$ cat src/rtl/max_pooling_history_if.sv
// Stream bundle between a pixel producer and the max-pooling stage.
// The producer side (master) drives the frame start and the raster pixels;
// the pooling stage (slave) returns one pooled value plus argmax index per window.
interface max_pooling_history_if;
  logic               pool_start;
  logic               in_valid;
  logic signed [15:0] in_value;
  logic signed [15:0] pooled_value;
  logic        [1:0]  history_value;
  logic               out_valid;
  logic               pool_end;

  modport master (
    output pool_start,
    output in_valid,
    output in_value,
    input  pooled_value,
    input  history_value,
    input  out_valid,
    input  pool_end
  );

  modport slave (
    input  pool_start,
    input  in_valid,
    input  in_value,
    output pooled_value,
    output history_value,
    output out_valid,
    output pool_end
  );
endinterface

$ cat src/rtl/max_pooling_history.sv
// Streaming 2x2 / stride-2 max pooling over a (2*SIZE)x(2*SIZE) signed map
// delivered in raster order. Each window produces its maximum together with
// a 2-bit position index (0 TL, 1 TR, 2 BL, 3 BR) so a later unpooling stage
// can put the maximum back where it came from.
//
// The window is reduced in two steps: horizontal pairs are reduced as the odd
// column arrives, top-row pair results are parked in a SIZE-entry row buffer,
// and the bottom-row pair is compared against the parked top pair. Every
// compare keeps the earlier scan position on a tie, which makes the earliest
// of several equal maxima win.
module max_pooling_history #(
  parameter int SIZE = 8
) (
  input  logic                  clk,
  input  logic                  reset,
  max_pooling_history_if.slave  bus
);

  typedef enum logic [1:0] {
    IDLE = 2'd0,
    RUN  = 2'd1,
    DONE = 2'd2
  } state_t;

  // Counter width covers 0 .. 2*SIZE-1; buffer address covers 0 .. SIZE-1.
  localparam int CW = (2 * SIZE > 2) ? $clog2(2 * SIZE) : 1;
  localparam int BW = (SIZE > 1) ? $clog2(SIZE) : 1;
  localparam logic [CW-1:0] LAST = CW'(2 * SIZE - 1);

  state_t             state_q;
  state_t             state_d;
  logic [CW-1:0]      col_q;
  logic [CW-1:0]      row_q;
  logic signed [15:0] even_q;

  // Top-row pair results, one per window column.
  logic signed [15:0] top_value [SIZE];
  logic               top_index [SIZE];

  logic               accept;
  logic               last_pixel;
  logic               window_done;
  logic [BW-1:0]      buf_addr;
  logic               odd_wins;
  logic signed [15:0] pair_value;
  logic               pair_index;
  logic               bottom_wins;
  logic signed [15:0] result_value;
  logic [1:0]         result_history;

  assign accept      = (state_q == RUN) && bus.in_valid;
  assign last_pixel  = accept && (col_q == LAST) && (row_q == LAST);
  assign window_done = accept && col_q[0] && row_q[0];
  assign buf_addr    = BW'(col_q >> 1);

  // Frame sequencing: wait for start, stream one frame, one-cycle DONE.
  always_ff @(posedge clk) begin
    if (reset) begin
      state_q <= IDLE;
    end else begin
      state_q <= state_d;
    end
  end

  // Next-state decode; the last accepted pixel closes the frame.
  always_comb begin
    state_d = state_q;
    case (state_q)
      IDLE:    if (bus.pool_start) state_d = RUN;
      RUN:     if (last_pixel)     state_d = DONE;
      DONE:    state_d = IDLE;
      default: state_d = IDLE;
    endcase
  end

  // Raster position of the next pixel; cleared at frame end so each frame starts at (0,0).
  always_ff @(posedge clk) begin
    if (reset) begin
      col_q <= '0;
      row_q <= '0;
    end else if (accept) begin
      if (col_q == LAST) begin
        col_q <= '0;
        row_q <= (row_q == LAST) ? '0 : row_q + CW'(1);
      end else begin
        col_q <= col_q + CW'(1);
      end
    end
  end

  // Hold the even-column pixel until its odd-column partner arrives.
  always_ff @(posedge clk) begin
    if (reset) begin
      even_q <= '0;
    end else if (accept && !col_q[0]) begin
      even_q <= bus.in_value;
    end
  end

  // Horizontal pair reduction and vertical top-vs-bottom reduction.
  always_comb begin
    odd_wins       = bus.in_value > even_q;
    pair_value     = odd_wins ? bus.in_value : even_q;
    pair_index     = odd_wins;
    bottom_wins    = pair_value > top_value[buf_addr];
    result_value   = bottom_wins ? pair_value : top_value[buf_addr];
    result_history = {bottom_wins, bottom_wins ? pair_index : top_index[buf_addr]};
  end

  // Park the top-row pair result until the bottom row of the window arrives.
  always_ff @(posedge clk) begin
    if (accept && col_q[0] && !row_q[0]) begin
      top_value[buf_addr] <= pair_value;
      top_index[buf_addr] <= pair_index;
    end
  end

  // Register window results; value and history hold between results.
  always_ff @(posedge clk) begin
    if (reset) begin
      bus.pooled_value  <= '0;
      bus.history_value <= '0;
      bus.out_valid     <= 1'b0;
      bus.pool_end      <= 1'b0;
    end else begin
      bus.out_valid <= window_done;
      bus.pool_end  <= last_pixel;
      if (window_done) begin
        bus.pooled_value  <= result_value;
        bus.history_value <= result_history;
      end
    end
  end

endmodule

$ cat src/flat_wrapper.sv
// flat-port wrapper written by rule: the top's interface ports become plain ports
module max_pooling_history_flat 
#(
  parameter int SIZE = 8
)
  (clk, reset, bus_pool_start, bus_in_valid, bus_in_value, bus_pooled_value, bus_history_value, bus_out_valid, bus_pool_end);
  max_pooling_history_if bus_i ();
  input  logic clk;
  input  logic reset;
  input wire logic [$bits(bus_i.pool_start)-1:0] bus_pool_start;
  input wire logic [$bits(bus_i.in_valid)-1:0] bus_in_valid;
  input wire logic [$bits(bus_i.in_value)-1:0] bus_in_value;
  output wire logic [$bits(bus_i.pooled_value)-1:0] bus_pooled_value;
  output wire logic [$bits(bus_i.history_value)-1:0] bus_history_value;
  output wire logic [$bits(bus_i.out_valid)-1:0] bus_out_valid;
  output wire logic [$bits(bus_i.pool_end)-1:0] bus_pool_end;
  assign bus_i.pool_start = bus_pool_start;
  assign bus_i.in_valid = bus_in_valid;
  assign bus_i.in_value = bus_in_value;
  assign bus_pooled_value = bus_i.pooled_value;
  assign bus_history_value = bus_i.history_value;
  assign bus_out_valid = bus_i.out_valid;
  assign bus_pool_end = bus_i.pool_end;
  max_pooling_history #(.SIZE(SIZE)) u_core (.clk(clk), .reset(reset), .bus(bus_i));
endmodule
$ cat config.mk
export PLATFORM = sky130hd
export DESIGN_NAME = max_pooling_history_flat
export DESIGN_NICKNAME = d
export VERILOG_FILES = /design/src/rtl/max_pooling_history_if.sv /design/src/rtl/max_pooling_history.sv /design/src/flat_wrapper.sv
export SDC_FILE = /design/constraint.sdc
export NUM_CORES = 1
export LEC_CHECK = 0
export CORE_ASPECT_RATIO = 0.75
export CORE_MARGIN = 1
export CORE_UTILIZATION = 66
export CTS_CLUSTER_DIAMETER = 80
export DETAILED_ROUTE_END_ITERATION = 7
export DONT_BUFFER_PORTS = 1
export PLACE_DENSITY_LB_ADDON = 0.08
export SLEW_MARGIN = 20
export SYNTH_ARGS = -nofsm -noshare
export SYNTH_HDL_FRONTEND = slang
export SYNTH_SLANG_ARGS = --single-unit
$ cat constraint.sdc
create_clock -name clk -period 9.9 [get_ports clk]
set_input_delay 2.97 -clock clk [delete_from_list [all_inputs] [get_ports clk]]
set_output_delay 2.97 -clock clk [all_outputs]
set_load 0.005 [all_outputs]
==> impl_metrics.tcl, run 1 <==
set metrics [dict create \
    synth_xor_area_frac 0.00657 \
    final_util 0.748 \
    critical_path.top_delay_family "simple AND/OR/NAND/NOR gates" \
    cp_data_arrival_time_ns 7.41 \
    mappedNetlistNets 588 \
    worst_slew_pin_slew_ns 1.05 \
    antenna_found_initial 0 \
    placed_area_um2 8190 \
    instances_no_fill 711 \
    ios 40 \
    setup_tns_ns 0 \
    vdd_drop_max_uv 156 \
    max_stage_delay_ns 0.49 \
    reg2reg_from "u_core.even_q[9]$_SDFFE_PP0P_" \
    cts_made_buffers 17 \
    floorplan.die_area_um2 12600 \
    max_cap_violations 0 \
    syn_avg_cell_area_um2 15.0 \
    overflow 0 \
    cp-start-kind "input port" \
    required_ns 10.20 \
    n_antenna_cell 0 \
    clock_skew_ns 0.00694 \
    synth.area.mux_share 0.150 \
    clock_sinks 185 \
    crit_type "input port to register" \
    p_total_mw 1.60 \
    area_growth_syn_to_layout_pct 9.38 \
    worstReg2RegEnd "u_core.bus.pooled_value[10]$_SDFFE_PP0P_" \
    root_buffer "clkbuf_16" \
    place_ws_ns 2.47 \
    crit_slowest_cell "or4b_1" \
    num_rows 34 \
    n_fill_cell 736 \
    synth_flop_cell "edfxtp_1" \
    via_per_inst 6.43 \
    ys_seq_area_frac 0.633 \
    hold_path_end "u_core.even_q[6]$_SDFFE_PP0P_" \
    r2r_cells 16 \
    initial_core_util 0.684 \
    setup.worst_path.end_class "register" \
    io_buffers 0 \
    fin_nets 590 \
    setup.worst_path.start "bus_in_value[1]" \
    synthAdderAreaFrac 0.0532 \
    grt_pass1_wl_mm 26.9 \
    final_cell_mix "edfxtp_1 (136), nand2_1 (50), dfxtp_1 (48), mux4_2 (34), ha_1 (34)" \
    synth_warnings 0 \
    max_slew_margin 0.297 \
    synth_top_family_by_area "multiplexers" \
    final_area_um2 8750 \
    clkLatencyLatePin_ns 0.42 \
    drtAntennaViolNets 0 \
    ys_seq_elements 185 \
    grt_usage 0.301 \
    crit_fanout 18 \
    cts_setup_buffers 0 \
    synth-simple-area-share 0.0794 \
    grt_start_max_net_pins 45 \
    multi_input_area_um2 2760 \
    reg2reg_slack_ns 4.92 \
    drt_iter0_drc 339 \
    dr.pass1.iters 5 \
    hold_path_depth 2 \
    core_um2 11700 \
    syn_inst 534 \
    drv_slew 0 \
    synth_top_area_share 0.510 \
    critical_path.cell_chain "ha_1 -> nor2b_4 -> o211ai_2 -> a2111oi_0 -> or4b_1 -> mux2_4 -> mux2_2 -> ha_1 -> nand2_1 -> nor4_1 -> nand2_1 -> o32ai_1 -> a31oi_2 -> and2_1 -> a221o_1" \
    finalCritPeriodShare 0.718 \
    die_h_um 97.4 \
    layout_commonest_cell "edfxtp_1" \
    status "complete, no violations" \
    p_leak_nw 2.92 \
    cts_resized 0 \
    grt_pass1_vias 4660 \
    die_x_um 129 \
    power_density_nw_per_um2 183 \
    seq_area_um2 5070 \
    synth-async-reset-ratio 0 \
    hold_slack_ns 0.466 \
    h-tree-depth 4 \
    place_congestion 0.789 \
    fin_ws_ns 2.80 \
    layout-drive-gt1-share 0.189 \
    placed_cells 679 \
    synth_compound_area_frac 0.0516 \
    vias 4569 \
    drc 0 \
    clk_pin_slew_ns 0.06 \
    hp-start "u_core.even_q[6]$_SDFFE_PP0P_" \
    holdBufCountCts 0 \
    rsz0062_at_grt "no" \
    clock_path_buffers 2 \
    worst-path-buf-inv 0 \
    post-dp-hpwl_mm 10.2 \
    drt-total-wl_mm 17.2 \
    cts_tree "done" \
    hold_class "register to register" \
    wl_per_cell_um 24.1 \
    maxClockFrequency_ghz 0.141 \
    finalCriticalPeriod_ns 7.10 \
    yosys-top-cells-area "edfxtp_1 (51%), dfxtp_1 (12%), mux4_2 (9.6%)" \
    synth_cell_types 46 \
    finalSetupViolCount 0 \
    finalHoldViolCount 0 \
    netlist.top_cell.by_area "edfxtp_1" \
    mappedNetlistArea_um2 8000 \
    synth-edff-count 136 \
]
[tightest hold or removal path, cell delays in order (launching register included)]
cell     delay (ns)
dfxtp_1        0.32
nand2_1        0.05
a21oi_1        0.05
[kinds of logic (layout without fill, tap and decap cells)]
| group | after synthesis | after routing |
|---|---|---|
| compound gates | 60 | 60 |
| xor+xnor | 6 | 6 |
| fa+ha+maj | 34 | 34 |
| buf+inv | 49 | 64 |
| flops | 185 | 185 |
| mux | 72 | 72 |
| simple gates | 128 | 128 |
[Yosys cell counts (2+ instances only)]
library cell,instances
nand3_1,5
mux2_4,8
a221o_1,15
a21oi_1,30
buf_2,4
nor4_1,3
and3b_1,2
nand4_1,6
a21o_1,2
edfxtp_1,136
inv_1,19
nor2b_1,15
o21ai_0,4
nand2_1,50
xnor2_1,2
ha_1,34
mux2i_1,20
xor2_1,4
nor2_1,12
dfxtp_1,49
buf_1,3
mux4_2,34
nor3b_1,3
clkbuf_1,20
mux2_2,10
nand3b_1,2
nor3_1,23
[how the worst max path moves through the flow]
stage,end,cells after the start,slack (ns)
finish,u_core.bus.pooled_value[10]$_SDFFE_PP0P_,15,2.80
global route,u_core.bus.pooled_value[10]$_SDFFE_PP0P_,14,2.60
CTS,u_core.bus.pooled_value[10]$_SDFFE_PP0P_,15,2.84
detailed placement,u_core.bus.pooled_value[9]$_SDFFE_PP0P_,15,2.47
global placement,u_core.bus.pooled_value[8]$_SDFFE_PP0P_,15,2.69
floorplan,u_core.bus.pooled_value[14]$_SDFFE_PP0P_,19,2.78
[cell type report]
class | count | area share
flip-flops and latches | 185 | 0.579
multi-input cells | 300 | 0.315
clock buffers | 22 | 0.0530
well taps | 162 | 0.0232
clock inverters | 10 | 0.0110
repair buffers | 12 | 0.0103
inverters | 20 | 0.00858
[flip-flops by register name, summed over array words and instances (netlist names), named ones only]
register / cells
u_core.top_index: 8
u_core.bus.out_valid: 1
u_core.col_q: 4
u_core.even_q: 16
u_core.bus.pooled_value: 16
u_core.bus.history_value: 2
u_core.top_value: 128
u_core.bus.pool_end: 1
u_core.row_q: 4
u_core.state_q: 2
[power breakdown]
group          total (mW)  switching (mW)  internal, mW  leakage, nW
sequential          0.851         0.00359         0.848         1.63
clock               0.639           0.279         0.360        0.262
combinational       0.109          0.0692        0.0400         1.02
total                1.60           0.352          1.25         2.92
[layer usage]
layer,vias to the layer above,global-route usage,routed length (µm)
li1,2059,-,-
met1,2295,0.420,7150
met2,185,0.462,8290
met3,30,0.0639,1310
met4,0,0.134,413
met5,-,0,0
No activity file was read; power rests on OpenSTA's default activity.
==> inputs of run 2 (changes only) <==
- CORE_UTILIZATION: 66 -> 57
- clock period: 9.9 -> 5.8 ns (I/O delays scaled with it)
==> impl_metrics.tcl, run 2 (synthesis results as in run 1) <==
set metrics [dict create \
    antenna_found_initial 0 \
    violations "design-rule violations" \
    grt_usage 0.248 \
    grt_start_max_net_pins 45 \
    cts_resized 0 \
    drt_iter0_drc 404 \
    die_x_um 139 \
    p_total_mw 2.78 \
    layout_commonest_cell "edfxtp_1" \
    cp_data_arrival_time_ns 5.87 \
    layout-drive-gt1-share 0.197 \
    setup.worst_path.end_class "register" \
    cts_setup_buffers 0 \
    finalSetupViolCount 0 \
    final_cell_mix "edfxtp_1 (136), nand2_1 (50), dfxtp_1 (48), mux4_2 (34), ha_1 (34)" \
    crit_slowest_cell "and2_1" \
    fin_nets 600 \
    n_antenna_cell 0 \
    io_buffers 0 \
    clk_pin_slew_ns 0.06 \
    instances_no_fill 734 \
    vdd_drop_max_uv 208 \
    p_leak_nw 2.99 \
    critical_path.top_delay_family "compound AO/OA/AOI/OAI gates" \
    hold_class "register to register" \
    max_stage_delay_ns 0.57 \
    clock_skew_ns 0.0100 \
    num_rows 37 \
    reg.largest.list "u_core.top_value (128), u_core.bus.pooled_value (16), u_core.even_q (16)" \
    drv_slew 0 \
    drt-total-wl_mm 16.7 \
    clock_path_buffers 2 \
    worst-path-buf-inv 0 \
    cp-start-kind "input port" \
    holdBufCountCts 0 \
    clock_sinks 185 \
    hold_path_depth 2 \
    drc 4 \
    status "finished with violations" \
    timing.critical_path.depth 15 \
    cts_made_buffers 17 \
    finalCriticalPeriod_ns 5.51 \
    hold_slack_ns 0.468 \
    wl_per_cell_um 22.7 \
    vias 4492 \
    largest_reg_flops 128 \
    ios 40 \
    root_buffer "clkbuf_16" \
    power_density_nw_per_um2 313 \
    critical_path.cell_chain "ha_1 -> nor2b_4 -> o211ai_2 -> a2111oi_0 -> or4b_1 -> mux2_4 -> mux2_4 -> ha_1 -> a21oi_1 -> o21ai_0 -> a311oi_1 -> o32ai_1 -> a31oi_2 -> and2_1 -> a221o_1" \
    initial_core_util 0.584 \
    max_cap_violations 0 \
    via_per_inst 6.12 \
    crit_fanout 15 \
    maxClockFrequency_ghz 0.181 \
    overflow 0 \
    area_growth_syn_to_layout_pct 11.0 \
    drtAntennaViolNets 0 \
    crit_type "input port to register" \
    clkLatencyLatePin_ns 0.43 \
    grt_pass1_wl_mm 26.0 \
    grt_pass1_vias 4425 \
    max_slew_margin 0.461 \
    post-dp-hpwl_mm 10.5 \
    h-tree-depth 4 \
    floorplan.die_area_um2 14500 \
    finalCritPeriodShare 0.950 \
    place_congestion 0.818 \
    core_um2 13700 \
    finalHoldViolCount 0 \
    dr.pass1.iters 7 \
    die_h_um 105 \
    rsz0062_at_grt "no" \
    worst_slew_pin_slew_ns 0.808 \
    required_ns 6.16 \
    cts_tree "done" \
    top_register "u_core.top_value" \
    placed_cells 701 \
    r2r_cells 16 \
]
run 2: cell count changes in the layout (fill, tap and decap cells not counted), sizes merged:
cell	delta
bufinv	+1
clkinv	-2
clkbuf	+3
clkinvlp	-2
buf	+10
run 2: final cells by class:
| class | count | area [µm²] |
|---|---|---|
| clock buffer | 25 | 487 |
| clock inverter | 7 | 96.3 |
| fill | 1008 | 4820 |
| inverter | 20 | 75.1 |
| multi-input combinational | 300 | 2760 |
| sequential | 185 | 5070 |
| tap | 175 | 219 |
| timing repair buffer | 22 | 173 |
run 2: final timing paths:
kind	slack, ns	startpoint	to
setup / recovery	0.29	bus_in_value[1]	u_core.bus.pooled_value[5]$_SDFFE_PP0P_
hold / removal	0.47	u_core.even_q[4]$_SDFFE_PP0P_	u_core.even_q[4]$_SDFFE_PP0P_
setup reg to reg	1.21	u_core.even_q[1]$_SDFFE_PP0P_	u_core.bus.pooled_value[5]$_SDFFE_PP0P_
hold reg to reg	0.47	u_core.even_q[4]$_SDFFE_PP0P_	u_core.even_q[4]$_SDFFE_PP0P_
run 2: where the power goes:
part / internal [mW] / switching (mW) / leakage (nW)
Clock: 0.672 / 0.461 / 0.274
Combinational: 0.0756 / 0.114 / 1.08
Sequential: 1.45 / 0.00738 / 1.63
run 2: worst register-to-register path, delay by kind of cell (launching register included):
family	cells	cell delay (ns)
adder cells (fa/ha/maj)	2	0.60
AO/OA/AOI/OAI	8	1.59
flip-flops	1	0.34
buffers and inverters	1	0.05
multiplexers	2	0.75
AND/OR/NAND/NOR	3	1.19
run 2: routing by layer:
| metal | part of all wire | track usage | wire length (µm) |
|---|---|---|---|
| met5 | 0 | 0 | 0 |
| met4 | 0.012 | 0.0786 | 193 |
| met3 | 0.070 | 0.0605 | 1170 |
| met2 | 0.45 | 0.376 | 7580 |
| met1 | 0.46 | 0.355 | 7720 |
run 2: through the flow:
stage           util  instance area (µm²)  worst slack [ns]  TNS (ns)
2_1_floorplan      -                 8010            0.0537         0
3_3_place_gp   0.604                 8280           -0.0344    -0.493
3_5_place_dp   0.604                 8280            -0.106     -1.25
4_1_cts        0.647                 8860             0.311         0
5_1_grt        0.648                 8880            0.0302         0
6_report       0.648                 8880             0.289         0
==> inputs of run 3 (changes only) <==
- CORE_UTILIZATION: 57 -> 54
- DONT_BUFFER_PORTS: 1 -> not set
- SLEW_MARGIN: 20 -> not set
- TNS_END_PERCENT: not set -> 50
==> impl_metrics.tcl, run 3 (synthesis results as in run 1) <==
set metrics [dict create \
    status "complete, no violations" \
    hold_class "register to register" \
    maxClockFrequency_ghz 0.175 \
    multi_input_area_um2 2920 \
    post-dp-hpwl_mm 11.5 \
    worst_slew_pin_slew_ns 0.973 \
    hold_slack_ns 0.473 \
    max_stage_delay_ns 0.58 \
    switching_share 0.234 \
    layout_commonest_cell "edfxtp_1" \
    drtAntennaViolNets 0 \
    final_cell_mix "edfxtp_1 (136), buf_4 (62), nand2_1 (49), dfxtp_1 (48)" \
    fin_nets 682 \
    via_per_inst 5.84 \
    ios 40 \
    clock_sinks 185 \
    grt_pass1_wl_mm 27.7 \
    floorplan.die_area_um2 15300 \
    grt_usage 0.252 \
    cp_data_arrival_time_ns 6.02 \
    drt-total-wl_mm 18.2 \
    vias 4908 \
    initial_core_util 0.554 \
    required_ns 6.11 \
    final_util 0.674 \
    area_growth_syn_to_layout_pct 21.7 \
    power_density_nw_per_um2 289 \
    clkLatencyLatePin_ns 0.43 \
    n_fill_cell 1061 \
    grt_start_max_net_pins 45 \
    drt_iter0_drc 340 \
    max_cap_violations 0 \
    crit_type "input port to register" \
    critical_path.cell_chain "clkdlybuf4s50_1 -> ha_1 -> nand4_1 -> a211oi_1 -> or4b_4 -> mux2_4 -> buf_4 -> mux2_2 -> ha_1 -> nand2_1 -> nor4_4 -> nand2_1 -> o32ai_2 -> a31oi_2 -> and2_4 -> a221o_1" \
    cts_made_buffers 17 \
    cp-start-kind "input port" \
    io_buffers 39 \
    layout-drive-gt1-share 0.273 \
    clock_skew_ns 0.0138 \
    wl_per_cell_um 21.6 \
    num_rows 38 \
    drc 0 \
    die_x_um 143 \
    clock_path_buffers 2 \
    cts_tree "done" \
    seqPwrFrac 0.517 \
    antenna_found_initial 0 \
    top_register "u_core.top_value" \
    root_buffer "clkbuf_16" \
    setup.worst_path.end_class "register" \
    crit_fanout 8 \
    finalHoldViolCount 0 \
    finalCriticalPeriod_ns 5.71 \
    place_congestion 0.855 \
    overflow 0 \
    pwr-share-clk 0.385 \
    holdBufCountCts 0 \
    h-tree-depth 4 \
    max_slew_margin 0.351 \
    reg.largest.list "u_core.top_value (128), u_core.bus.pooled_value (16), u_core.even_q (16)" \
    die_h_um 107 \
    largest_reg_flops 128 \
    p_comb_frac 0.098 \
    vdd_drop_max_uv 229 \
    p_int_mw 2.16 \
    grt_pass1_vias 4857 \
    finalCritPeriodShare 0.985 \
    p_leak_nw 3.39 \
    n_antenna_cell 0 \
    dr.pass1.iters 5 \
    seq_area_um2 5070 \
    crit_slowest_cell "or4b_4" \
    p_switching_mw 0.657 \
    core_um2 14500 \
    finalSetupViolCount 0 \
    drv_slew 0 \
    clk_pin_slew_ns 0.07 \
]
run 3: cell types whose count changed in the layout (fill, tap and decap cells not counted), sizes merged:
cell           change
bufinv             -2
buf               +42
mux2               +1
dlymetal6s2s       +4
inv                +4
clkinv             +1
clkbuf             -4
clkdlybuf4s50     +34
clkinvlp           +1
and2               +1
run 3: power by group through the flow:
stage	clock [mW]	combinational, mW	sequential (mW)
after floorplan	0	0.142	1.48
after global placement	0	0.232	1.48
after detailed placement	0	0.239	1.48
after CTS	1.10	0.241	1.45
after global routing	1.15	0.298	1.46
final	1.08	0.275	1.45
run 3: through the flow:
step                worst slack (ns)  TNS, ns  power [mW]  instance area, µm²  std cells
floorplan                     0.0537        0        1.62                8010        534
global placement              -0.379    -6.30        1.72                8960        800
detailed placement            -0.495    -8.17        1.72                8960        800
CTS                           0.0324        0        2.79                9510        832
global route                 -0.0607   -0.611        2.91                9740        841
finish                        0.0856        0        2.81                9740        841
run 3: cell type report:
class                   instances  share of cell area
repair buffers                102              0.0896
multi-input cells             302               0.300
well taps                     200              0.0257
clock inverters                11             0.00925
clock buffers                  21              0.0473
flip-flops and latches        185               0.520
inverters                      20             0.00771
run 3: path summary, 6_finish.rpt:
kind	start	endpoint	slack, ns	depth (start not counted)
max	bus_in_value[11]	u_core.bus.pooled_value[13]$_SDFFE_PP0P_	0.09	16
max reg2reg	u_core.even_q[1]$_SDFFE_PP0P_	u_core.bus.pooled_value[13]$_SDFFE_PP0P_	1.40	17
min reg2reg	u_core.even_q[14]$_SDFFE_PP0P_	u_core.even_q[14]$_SDFFE_PP0P_	0.47	2
min	u_core.even_q[14]$_SDFFE_PP0P_	u_core.even_q[14]$_SDFFE_PP0P_	0.47	2
run 3: metal layers:
metal | wire [µm] | vias up | track usage | share of wire
met5 | 0 | - | 0 | 0
met1 | 8750 | 2523 | 0.364 | 0.48
li1 | - | 2244 | - | -
met3 | 773 | 19 | 0.0378 | 0.042
met2 | 8490 | 122 | 0.399 | 0.47
met4 | 177 | 0 | 0.0753 | 0.0097
run 3: critical path, delay by kind of cell:
family,cells,cell delay [ns]
AOI/OAI and AO/OA,4,0.85
adders and majority gates,2,0.64
buffers and inverters,2,0.60
muxes,2,0.66
and+or+nand+nor,6,1.53
run 3: repair_timing:
action                                  4_1_cts  5_1_grt
pin swaps                                     0       16
gates resized for setup                       1       30
setup buffers                                 0        7
cloned                                        0        2
endpoints found under the setup margin       15       18
